[config.mk]
export PLATFORM = sky130hd
export DESIGN_NAME = hmem_arbiter_flat
export DESIGN_NICKNAME = d
export VERILOG_FILES = /design/src/rtl/hmem_arbiter_if.sv /design/src/rtl/hmem_arbiter.sv /design/src/flat_wrapper.sv
export SDC_FILE = /design/constraint.sdc
export NUM_CORES = 1
export LEC_CHECK = 0
export BUFFER_PORTS_ARGS = -buffer_cell sky130_fd_sc_hd__buf_4
export CORE_AREA = 2 2 115 117
export DETAILED_ROUTE_END_ITERATION = 10
export DIE_AREA = 0 0 117 119
export PLACE_DENSITY_LB_ADDON = 0.3
export SLEW_MARGIN = 5
export SYNTH_ARGS = -nofsm -noshare
export SYNTH_HDL_FRONTEND = slang
export SYNTH_SLANG_ARGS = --single-unit
[constraint.sdc]
create_clock -name clk -period 3.2 [get_ports clk]
set_input_delay 0.64 -clock clk [delete_from_list [all_inputs] [get_ports clk]]
set_output_delay 0.64 -clock clk [all_outputs]
set_load 0.1 [all_outputs]
[src/rtl/hmem_arbiter_if.sv]
// hmem_arbiter_if: bus bundle between the two cache hmem ports, the arbiter
// and the next memory level.
//   i_req_*   : I-cache request side (read only)
//   d_req_*   : D-cache request side (load or writeback store)
//   mem_req_* : shared port toward the next memory level
//   grant     : one-hot {D,I} ownership of the shared port, 00 = idle
//   *_stall_cycles : saturating per-requester wait counters
// Modports: slave = arbiter view, master = environment (caches + memory) view.
interface hmem_arbiter_if #(
  parameter int XLEN            = 32,
  parameter int STALL_CNT_WIDTH = 32
);
  logic                       i_req_valid;
  logic [XLEN-1:0]            i_req_address;
  logic                       i_req_fulfilled;
  logic                       d_req_valid;
  logic                       d_req_operation;
  logic [XLEN-1:0]            d_req_address;
  logic [XLEN-1:0]            d_req_store_word;
  logic                       d_req_fulfilled;
  logic [XLEN-1:0]            req_loaded_word;
  logic                       mem_req_valid;
  logic                       mem_req_operation;
  logic [XLEN-1:0]            mem_req_address;
  logic [XLEN-1:0]            mem_req_store_word;
  logic [XLEN-1:0]            mem_req_loaded_word;
  logic                       mem_req_fulfilled;
  logic [1:0]                 grant;
  logic [STALL_CNT_WIDTH-1:0] i_stall_cycles;
  logic [STALL_CNT_WIDTH-1:0] d_stall_cycles;

  modport slave (
    input  i_req_valid, i_req_address,
    input  d_req_valid, d_req_operation, d_req_address, d_req_store_word,
    input  mem_req_loaded_word, mem_req_fulfilled,
    output i_req_fulfilled, d_req_fulfilled, req_loaded_word,
    output mem_req_valid, mem_req_operation, mem_req_address, mem_req_store_word,
    output grant, i_stall_cycles, d_stall_cycles
  );

  modport master (
    output i_req_valid, i_req_address,
    output d_req_valid, d_req_operation, d_req_address, d_req_store_word,
    output mem_req_loaded_word, mem_req_fulfilled,
    input  i_req_fulfilled, d_req_fulfilled, req_loaded_word,
    input  mem_req_valid, mem_req_operation, mem_req_address, mem_req_store_word,
    input  grant, i_stall_cycles, d_stall_cycles
  );
endinterface

[src/rtl/hmem_arbiter.sv]
// hmem_arbiter: round-robin arbiter sharing one next-level memory port between
// a read-only I-cache and a read/write D-cache. Whole line bursts are granted
// atomically; ownership only changes by passing through IDLE.
// Ports:
//   clk     : clock, all state updates on posedge
//   reset_n : asynchronous active-low reset
//   bus     : hmem_arbiter_if.slave bundle (requests, memory port, grant,
//             stall counters)
module hmem_arbiter #(
  parameter int XLEN            = 32,
  parameter int LINE_SIZE       = 32,
  parameter int STALL_CNT_WIDTH = 32
) (
  input  logic           clk,
  input  logic           reset_n,
  hmem_arbiter_if.slave  bus
);
  localparam int BURST_LEN = LINE_SIZE / 4;
  localparam int BEAT_W    = $clog2(BURST_LEN) + 1;
  localparam logic [BEAT_W-1:0] LAST_BEAT = BEAT_W'(BURST_LEN - 1);

  // State codes double as the one-hot {D,I} grant vector.
  localparam logic [1:0] IDLE    = 2'b00;
  localparam logic [1:0] GRANT_I = 2'b01;
  localparam logic [1:0] GRANT_D = 2'b10;

  localparam logic LG_I = 1'b0;
  localparam logic LG_D = 1'b1;

  if (XLEN != 32) begin : g_bad_xlen
    $error("hmem_arbiter: only XLEN=32 is supported");
  end
  if ((LINE_SIZE % 4) != 0 || LINE_SIZE < 4) begin : g_bad_line
    $error("hmem_arbiter: LINE_SIZE must be a non-zero multiple of 4");
  end

  logic [1:0]                 state, state_next;
  logic [BEAT_W-1:0]          beat, beat_next;
  logic                       last_grant, last_grant_next;
  logic                       owner_valid;
  logic [STALL_CNT_WIDTH-1:0] i_stall, d_stall;

  assign owner_valid = (state == GRANT_D) ? bus.d_req_valid : bus.i_req_valid;

  // NOTE: every variable gets a default at the top of a combinational block so
  // no path through the case can leave it unassigned and infer a latch.
  always_comb begin
    state_next      = state;
    beat_next       = beat;
    last_grant_next = last_grant;
    case (state)
      IDLE: begin
        // The requester that did not own the last burst wins a tie, so the
        // first tie after reset (last_grant = I) goes to D.
        if (bus.i_req_valid && bus.d_req_valid)
          state_next = (last_grant == LG_I) ? GRANT_D : GRANT_I;
        else if (bus.i_req_valid)
          state_next = GRANT_I;
        else if (bus.d_req_valid)
          state_next = GRANT_D;
      end
      GRANT_I, GRANT_D: begin
        if (bus.mem_req_fulfilled) begin
          if (beat == LAST_BEAT) begin
            state_next      = IDLE;
            beat_next       = '0;
            last_grant_next = (state == GRANT_D) ? LG_D : LG_I;
          end else begin
            beat_next = beat + BEAT_W'(1);
          end
        end else if (!owner_valid) begin
          // Owner dropped its request mid-burst: release the port early.
          state_next      = IDLE;
          beat_next       = '0;
          last_grant_next = (state == GRANT_D) ? LG_D : LG_I;
        end
      end
      default: begin
        state_next = IDLE;
        beat_next  = '0;
      end
    endcase
  end

  // NOTE: clocked state uses non-blocking assignments so every register samples
  // the pre-edge values regardless of statement order.
  always_ff @(posedge clk or negedge reset_n) begin
    if (!reset_n) begin
      state      <= IDLE;
      beat       <= '0;
      last_grant <= LG_I;
    end else begin
      state      <= state_next;
      beat       <= beat_next;
      last_grant <= last_grant_next;
    end
  end

  // Saturating wait counters; they count every cycle a request is pending
  // and the port belongs to someone else or to nobody.
  always_ff @(posedge clk or negedge reset_n) begin
    if (!reset_n) begin
      i_stall <= '0;
      d_stall <= '0;
    end else begin
      if (bus.i_req_valid && (state != GRANT_I) && (i_stall != '1))
        i_stall <= i_stall + STALL_CNT_WIDTH'(1);
      if (bus.d_req_valid && (state != GRANT_D) && (d_stall != '1))
        d_stall <= d_stall + STALL_CNT_WIDTH'(1);
    end
  end

  // Request fields pass through unregistered; requesters hold them stable
  // until their beat is fulfilled.
  always_comb begin
    bus.mem_req_valid      = 1'b0;
    bus.mem_req_operation  = 1'b0;
    bus.mem_req_address    = '0;
    bus.mem_req_store_word = '0;
    bus.i_req_fulfilled    = 1'b0;
    bus.d_req_fulfilled    = 1'b0;
    case (state)
      GRANT_I: begin
        bus.mem_req_valid   = bus.i_req_valid;
        bus.mem_req_address = bus.i_req_address;
        bus.i_req_fulfilled = bus.mem_req_fulfilled;
      end
      GRANT_D: begin
        bus.mem_req_valid      = bus.d_req_valid;
        bus.mem_req_operation  = bus.d_req_operation;
        bus.mem_req_address    = bus.d_req_address;
        bus.mem_req_store_word = bus.d_req_store_word;
        bus.d_req_fulfilled    = bus.mem_req_fulfilled;
      end
      default: ;
    endcase
  end

  assign bus.grant           = state;
  assign bus.req_loaded_word = bus.mem_req_loaded_word;
  assign bus.i_stall_cycles  = i_stall;
  assign bus.d_stall_cycles  = d_stall;

  // Simulation-time protocol checks.
  a_grant_onehot : assert property (@(posedge clk) disable iff (!reset_n)
    $onehot0(bus.grant));
  a_valid_granted : assert property (@(posedge clk) disable iff (!reset_n)
    bus.mem_req_valid |-> (bus.grant != 2'b00));
  a_i_stable : assert property (@(posedge clk) disable iff (!reset_n)
    (bus.i_req_valid && !bus.i_req_fulfilled) |=>
      (!bus.i_req_valid || $stable(bus.i_req_address)));
  a_d_stable : assert property (@(posedge clk) disable iff (!reset_n)
    (bus.d_req_valid && !bus.d_req_fulfilled) |=>
      (!bus.d_req_valid || $stable({bus.d_req_operation, bus.d_req_address,
                                    bus.d_req_store_word})));
endmodule

[src/flat_wrapper.sv]
// flat-port wrapper written by rule: the top's interface ports become plain ports
module hmem_arbiter_flat 
#(
  parameter int XLEN            = 32,
  parameter int LINE_SIZE       = 32,
  parameter int STALL_CNT_WIDTH = 32
)
  (clk, reset_n, bus_i_req_valid, bus_i_req_address, bus_d_req_valid, bus_d_req_operation, bus_d_req_address, bus_d_req_store_word, bus_mem_req_loaded_word, bus_mem_req_fulfilled, bus_i_req_fulfilled, bus_d_req_fulfilled, bus_req_loaded_word, bus_mem_req_valid, bus_mem_req_operation, bus_mem_req_address, bus_mem_req_store_word, bus_grant, bus_i_stall_cycles, bus_d_stall_cycles);
  hmem_arbiter_if #(.XLEN(XLEN), .STALL_CNT_WIDTH(STALL_CNT_WIDTH)) bus_i ();
  input  logic clk;
  input  logic reset_n;
  input wire logic [$bits(bus_i.i_req_valid)-1:0] bus_i_req_valid;
  input wire logic [$bits(bus_i.i_req_address)-1:0] bus_i_req_address;
  input wire logic [$bits(bus_i.d_req_valid)-1:0] bus_d_req_valid;
  input wire logic [$bits(bus_i.d_req_operation)-1:0] bus_d_req_operation;
  input wire logic [$bits(bus_i.d_req_address)-1:0] bus_d_req_address;
  input wire logic [$bits(bus_i.d_req_store_word)-1:0] bus_d_req_store_word;
  input wire logic [$bits(bus_i.mem_req_loaded_word)-1:0] bus_mem_req_loaded_word;
  input wire logic [$bits(bus_i.mem_req_fulfilled)-1:0] bus_mem_req_fulfilled;
  output wire logic [$bits(bus_i.i_req_fulfilled)-1:0] bus_i_req_fulfilled;
  output wire logic [$bits(bus_i.d_req_fulfilled)-1:0] bus_d_req_fulfilled;
  output wire logic [$bits(bus_i.req_loaded_word)-1:0] bus_req_loaded_word;
  output wire logic [$bits(bus_i.mem_req_valid)-1:0] bus_mem_req_valid;
  output wire logic [$bits(bus_i.mem_req_operation)-1:0] bus_mem_req_operation;
  output wire logic [$bits(bus_i.mem_req_address)-1:0] bus_mem_req_address;
  output wire logic [$bits(bus_i.mem_req_store_word)-1:0] bus_mem_req_store_word;
  output wire logic [$bits(bus_i.grant)-1:0] bus_grant;
  output wire logic [$bits(bus_i.i_stall_cycles)-1:0] bus_i_stall_cycles;
  output wire logic [$bits(bus_i.d_stall_cycles)-1:0] bus_d_stall_cycles;
  assign bus_i.i_req_valid = bus_i_req_valid;
  assign bus_i.i_req_address = bus_i_req_address;
  assign bus_i.d_req_valid = bus_d_req_valid;
  assign bus_i.d_req_operation = bus_d_req_operation;
  assign bus_i.d_req_address = bus_d_req_address;
  assign bus_i.d_req_store_word = bus_d_req_store_word;
  assign bus_i.mem_req_loaded_word = bus_mem_req_loaded_word;
  assign bus_i.mem_req_fulfilled = bus_mem_req_fulfilled;
  assign bus_i_req_fulfilled = bus_i.i_req_fulfilled;
  assign bus_d_req_fulfilled = bus_i.d_req_fulfilled;
  assign bus_req_loaded_word = bus_i.req_loaded_word;
  assign bus_mem_req_valid = bus_i.mem_req_valid;
  assign bus_mem_req_operation = bus_i.mem_req_operation;
  assign bus_mem_req_address = bus_i.mem_req_address;
  assign bus_mem_req_store_word = bus_i.mem_req_store_word;
  assign bus_grant = bus_i.grant;
  assign bus_i_stall_cycles = bus_i.i_stall_cycles;
  assign bus_d_stall_cycles = bus_i.d_stall_cycles;
  hmem_arbiter #(.XLEN(XLEN), .LINE_SIZE(LINE_SIZE), .STALL_CNT_WIDTH(STALL_CNT_WIDTH)) u_core (.clk(clk), .reset_n(reset_n), .bus(bus_i));
endmodule
==> summary.md, run 1 <==
| Metric | Value |
|---|---|
| Status | finished, final reports clean |
| Final wirelength | between 15 and 20 mm |
| Crit-path leading delay family | buffers and inverters |
| Final nets | 827 |
| Clock root buffer | clkbuf_16 |
| Reg clk slew, reported paths | 0.05 ns |
| Clk_lat worst skew | 0.32 ns |
| LEAKAGE | 3.231 nW |
| H-Tree Depth | 3 |
| Yosys warns | 0 |
| Synth cell types | 53 |
| Post-CTS Setup Bufs | 0 |
| Worst path cell trace | inv_1, ha_1, buf_4, nor2b_2, buf_4 |
| PortBufs | 235 |
| Worst EP required | between 2 and 3 ns |
| Ranking of synthesized cells by area | dfrtp_1 38%, xnor2_1 6.8%, and2_1 5.4% |
| Die H | about 120 microns |
| Layout cells sized above 1 | between 40% and 50% |
| Commonest non-fill, non-tap cell in the layout | buf_4 |
| #FFs+latches synth | 71 |
| Max clock buf depth | 2 |
| Crit path kind | reg -> out |
| Avg WL per Cell | approximately 18 microns |
| Cells after Synth | 490 |
| Core ar. | 12,870 sq um |
| Share of the synthesized area in the top cell type | 38.38% |
| Row cnt | 42 |
| Vias in the first global route | between 4k and 5k |
| Antenna cells | 0 |
| R2R setup slack | about 0.75 ns |
| Fillcell total | 1,187 |
| Max-cap violations | 0 |
| R2R cell count | 7 |
| GP Congestion | 0.9656 |
| Layout Skew | roughly 0.0042 ns |
| Initial Util | between 30 and 40% |
| Buffers and inverters on the worst path | 3 |
| Critical R2R Capture | u_core.bus.i_stall_cycles[29]$_DFFE_PN0P_ |
| Fin crit period | 2.888 ns |
| Crit path launch type | flop |
| Relative slew slack | 40.76% |
| Die ar. | 13,920 sq um |
| 1st-iter DRT viols | 237 |
| Worst path max stage delay | 0.61 ns |
| Setup crit end kind | output pin |
| TritonCTS clock tree | yes |
| Initial antenna violation count | 0 |
| Area of the mapped netlist | 4629 sq um |
| Largest net degree at the start of global routing | 72 |
| Drt drc | 0 |
| Via density per instance | just over 5 |
| Hold Crit Class | in -> async |
| Antenna Nets Post-Route | 0 |
| # IOs | 300 |
| Worst EP arrival | 2.25 ns |
| Global route total overflow | 0 |
| Worst r2r src | u_core.bus.grant[1]$_DFFE_PN0P_ |
| Pwr per Cell Area | 1045 nW/um^2 |
| Worst vdd ir | 1.010 mV |
| F_max | 0.3463 GHz |
| Synth Net Count | 630 |
| Avg Cell Area, Syn | 9.448 sq um |
| Final hold slack | 0.4214 ns |
| DR vias | about 4.4k |
| Tcrit/Tclk final | 90.24% |
| Final Hold Violating Endpoints | 0 |
| Total power | 7.025 mW |
| Yosys top cell by area | dfrtp_1 |
| Hpwl dp | around 13 mm |
| Clock sinks | 71 |
| Pre-antenna DRT Iters | 6 |
| Chip width | 117 microns |
| Crit path max fanout | 22 |
| Final-report setup violation count | 0 |
| Sequential-to-total area share from yosys stat | 38.38% |
| Crit path top cell by count | buf_4 |
| Layout area overhead | 45.16% |
| Overall routing resource usage | 22.15% |
| CTS buffer count | 9 |
| RSZ-0062 raised after global routing | false |
| Worst-margin pin slew | between 0.8 and 0.9 ns |
| Crit path max-delay cell type | ha_1 |
| First-pass GRT wire length | 23.44 mm |
| Pins over their slew limit | 0 |
| Commonest cells after routing, fill and taps aside | 241 x buf_4, 71 x dfrtp_1, 36 x xnor2_1 |
==> metrics by stage <==
step           utilization, %  worst slack, ns  setup TNS, ns  instance area (sq um)  std cells
6_report                52.20           0.3122              0                   6720        865
3_5_place_dp            49.89           0.5106              0                   6424        852
3_3_place_gp            49.89           0.6041              0                   6424        852
2_1_floorplan               -          -0.2100         -6.368                   4737        490
4_1_cts                 52.12           0.1551              0                   6710        865
5_1_grt                 52.20           0.1803              0                   6720        865
==> how the worst max path moves through the flow <==
stage	from	endpoint	slack [ns]	cells past startpoint
2_1_floorplan	u_core.bus.grant[0]$_DFFE_PN0P_	bus_mem_req_address[0]	-0.21	5
3_5_place_dp	u_core.bus.grant[0]$_DFFE_PN0P_	bus_mem_req_address[24]	0.51	6
3_3_place_gp	u_core.bus.grant[0]$_DFFE_PN0P_	bus_mem_req_address[24]	0.60	6
5_1_grt	u_core.bus.grant[0]$_DFFE_PN0P_	bus_mem_req_address[24]	0.18	6
4_1_cts	u_core.bus.grant[0]$_DFFE_PN0P_	bus_mem_req_address[24]	0.16	6
6_report	u_core.bus.grant[1]$_DFFE_PN0P_	bus_mem_req_address[21]	0.31	5
==> power by group <==
group / internal (mW) / switching, mW
Combinational: 1.16 / 3.71
Clock: 0.633 / 0.342
Sequential: 1.01 / 0.164
==> cell type report <==
class | instances | area, sq um | area share, %
clock buffers | 12 | 256.5 | 3.817
multi-input cells | 356 | 2597 | 38.65
inverters | 8 | 30.03 | 0.4468
repair buffers | 241 | 1809 | 26.92
flip-flops and latches | 71 | 1777 | 26.44
clock inverters | 1 | 30.03 | 0.4468
well taps | 176 | 220.2 | 3.277
==> synth_stat cells, drive strengths merged <==
master  count
dfrtp      71
and2       41
xnor2      36
buf        35
nor2b      35
a22oi      33
nand3      33
nand2      30
xor2       23
clkbuf     20
nand4      19
nor2       18
and3       12
nor3       11
and4        9
inv         8
o21ai       8
nand2b      7
ha          6
a21oi       5
nor4        4
a211oi      3
a31oi       3
mux2        3
nand4b      3
or2         3
mux2i       2
a311oi      1
a32o        1
and3b       1
nand3b      1
nor3b       1
nor4b       1
o311ai      1
or3         1
or4         1
==> timing repair <==
| action | CTS | global route |
|---|---|---|
| gates resized for setup | 0 | 1 |
| endpoints found under the setup margin | 0 | 3 |
| hold buffers | 0 | 0 |
==> cell families after synthesis <==
group | synth area share (%)
buffers and inverters | 8.108
flip-flops | 38.38
multiplexers | 1.243
XOR/XNOR | 11.16
AND/OR/NAND/NOR | 30.41
AO/OA/AOI/OAI | 9.081
adder cells (fa/ha/maj) | 1.622
==> flip-flops by register name, summed over array words and instances, names as in the netlist <==
signal	flops
u_core.bus.d_stall_cycles	32
u_core.bus.grant	2
u_core.last_grant	1
u_core.beat	4
u_core.bus.i_stall_cycles	32
==> metal layers <==
layer | vias to the layer above | global-route usage, % | share of wire [%]
li1 | 2072 | - | -
met1 | 2099 | 27.15 | 40
met2 | 189 | 35.44 | 48
met3 | 18 | 8.957 | 9.6
met4 | 0 | 6.912 | 1.9
met5 | - | 0 | 0
No activity file was read; power rests on OpenSTA's default activity.
==> run 2, diff against run 1 <==
Settings changed: ABC_AREA set to 1.
==> summary.md, run 2 <==
| Metric | Value |
|---|---|
| Number of flops mapped to enable cells by yosys | 0 |
| Vias in the first global route | approximately 5.9k |
| Critical Path Stages | 6 |
| Critical R2R Capture | u_core.bus.grant[0]$_DFFE_PN0P_ |
| Final-report setup violation count | 0 |
| Yosys top cell by area | dfrtp_1 |
| GRT busiest layer | met2 |
| Dpl ws | about 0.75 ns |
| Crit-path leading delay family | buffers and inverters |
| Top-count cell post-synth | nand2_1 |
| PortBufs | 235 |
| Hpwl dp | 15.78 mm |
| Crit path max fanout | 50 |
| Commonest cells after routing, fill and taps aside | 391 x nand2_1, 241 x buf_4, 104 x inv_1, 92 x nor2_1, 69 x dfrtp_1 |
| Reg clk slew, reported paths | 0.06 ns |
| Grt met1 use | 37.66% |
| Worst vdd ir | between 1 and 1.5 mV |
| Overall routing resource usage | about 28% |
| Cells after Synth | a little over 900 |
| Die ar. | 13,920 sq um |
| # IOs | 300 |
| Fin crit period | 2.818 ns |
| DR vias | around 6.4k |
| Largest net degree at the start of global routing | between 70 and 80 |
| Avg Cell Area, Syn | between 6 and 7 sq um |
| Max-cap violations | 0 |
| Crit path max-delay cell type | ha_2 |
| Setup crit end kind | output pin |
| H-Tree Depth | 3 |
| Yosys warns | 0 |
| Initial Util | 43.16% |
| R2R cell count | 10 |
| Tcrit/Tclk final | slightly below 90% |
| Global route total overflow | 0 |
| RSZ-0062 raised after global routing | false |
| Top FF cell, synth | dfrtp_1 |
| F_max | 0.3549 GHz |
| First-pass GRT wire length | ~30 mm |
| Worst-margin pin slew | 0.9337 ns |
| Synth async-reset ratio | between 90% and 100% |
| Pwr per Cell Area | between 700 and 800 nW/um^2 |
| Met2 Track Usage GR | 43.24% |
| Worst EP arrival | 2.18 ns |
| R2R setup slack | 1.03 ns |
| TritonCTS clock tree | yes |
| Synth cell types | 29 |
| Area of the mapped netlist | 5557 sq um |
| Layout Skew | 0.01028 ns |
| Layout cells sized above 1 | 28.05% |
| Core ar. | 12,870 sq um |
| Drt drc | 0 |
| Crit path launch type | flop |
| Worst r2r src | u_core.bus.grant[0]$_DFFE_PN0P_ |
| Worst path cell trace | inv_1, ha_2, buf_12, nand2_1, a21oi_4, buf_4 |
| Status | finished, final reports clean |
| Max clock buf depth | 2 |
| Buffers and inverters on the worst path | 3 |
| Hold Crit Class | in -> async |
| Final worst slack | 0.3823 ns |
| 1st-iter DRT viols | 569 |
| Chip width | 117 microns |
| Share of the synthesized area in the top cell type | 31.97% |
| Ranking of synthesized cells by area | dfrtp_1 32%, nand2_1 26%, inv_1 7.0% |
| Clock sinks | 71 |
| Antenna Nets Post-Route | 0 |
| Post-CTS Setup Bufs | 0 |
| Pins over their slew limit | 0 |
| Post-route setup TNS | 0 ns |
| Pre-antenna DRT Iters | 5 |
| Relative slew slack | 37.75% |
| Sequential-to-total area share from yosys stat | a little under a third |
| GP Congestion | 0.9314 |
| # resized after CTS | 0 |
| CTS buffer count | 9 |
| Layout area overhead | 40.87% |
| Row cnt | 42 |
| Commonest non-fill, non-tap cell in the layout | nand2_1 |
| Final wirelength | 19.73 mm |
| Clk_lat worst skew | 0.34 ns |
| Synth Net Count | 1,045 |
| Final nets | 1,240 |
| Initial antenna violation count | 2 |
| Clock root buffer | clkbuf_16 |
| Fillcell total | approximately 1.2k |
| Final Hold Violating Endpoints | 0 |
| #FFs+latches synth | 71 |
| Crit path kind | reg -> out |
| Met3 Track Usage GR | 8.651% |
| Worst path max stage delay | 0.44 ns |
| Hold_buf cts | 0 |
| Worst EP required | 2.56 ns |
| Via density per instance | between 4 and 5 |
| Final hold slack | approximately 0.46 ns |
| LEAKAGE | ~4 nW |
| Post-synth top cells | 391 x nand2_1, 104 x inv_1, 92 x nor2_1 |
| Avg WL per Cell | 15.39 microns |
| Die H | 119 microns |
-- run 2: power breakdown --
group | switching [mW] | internal, mW
combinational | 3.27 | 0.828
clock | 0.364 | 0.546
sequential | 0.112 | 0.988
total | 3.75 | 2.36
-- run 2: cells by family (layout without fill, tap and decap cells) --
| group | Yosys count | in the layout | synth area share, % |
|---|---|---|---|
| other | 0 | 1 | 0 |
| buffers and inverters | 165 | 365 | 14.41 |
| DFF | 71 | 71 | 31.97 |
| AOI/OAI and AO/OA | 53 | 53 | 4.819 |
| and+or+nand+nor | 593 | 593 | 44.76 |
| adders and majority gates | 6 | 6 | 1.351 |
| xor gates and xnor gates | 17 | 17 | 2.680 |
-- run 2: metrics by stage --
stage / cell area [sq um] / power (mW) / util (%) / std cells
6_report: 7828 / 6.111 / 60.80 / 1282
5_1_grt: 7828 / 6.354 / 60.80 / 1282
3_5_place_dp: 7562 / 5.215 / 58.74 / 1265
4_1_cts: 7825 / 6.129 / 60.78 / 1281
3_3_place_gp: 7562 / 5.201 / 58.74 / 1265
2_1_floorplan: 5908 / 4.540 / - / 905
-- run 2: worst max-delay path by stage --
stage | end | slack (ns) | start
after floorplan | bus_mem_req_address[0] | 0.03 | u_core.bus.grant[0]$_DFFE_PN0P_
after global placement | bus_mem_req_valid | 0.78 | u_core.bus.grant[0]$_DFFE_PN0P_
after detailed placement | bus_mem_req_valid | 0.75 | u_core.bus.grant[0]$_DFFE_PN0P_
after CTS | bus_mem_req_valid | 0.38 | u_core.bus.grant[0]$_DFFE_PN0P_
after global routing | bus_mem_req_valid | 0.24 | u_core.bus.grant[0]$_DFFE_PN0P_
final | bus_mem_req_address[28] | 0.38 | u_core.bus.grant[0]$_DFFE_PN0P_
-- run 2: area by class of cell --
type	count	area [sq um]	area share (%)
clock inverters	1	5.005	0.06394
multi-input cells	669	3331	42.55
clock buffers	15	257.7	3.293
flip-flops and latches	71	1779	22.73
well taps	176	220.2	2.813
inverters	107	402.9	5.147
diodes	1	2.502	0.03197
repair buffers	242	1829	23.37
-- run 2: worst register-to-register path: stages, from the launching register on --
cell,delay [ns]
dfrtp_2,0.43
inv_1,0.09
ha_2,0.44
buf_12,0.28
nand2_1,0.16
o21a_1,0.15
nor2_1,0.13
nand2_1,0.11
nand3_1,0.14
nand2_1,0.06
o21ai_0,0.08
-- run 2: per-layer routing --
layer	up-vias	share of wire [%]
met5	-	0.081
met4	2	2.5
met3	28	9.5
met2	248	46
met1	2943	42
li1	3131	-
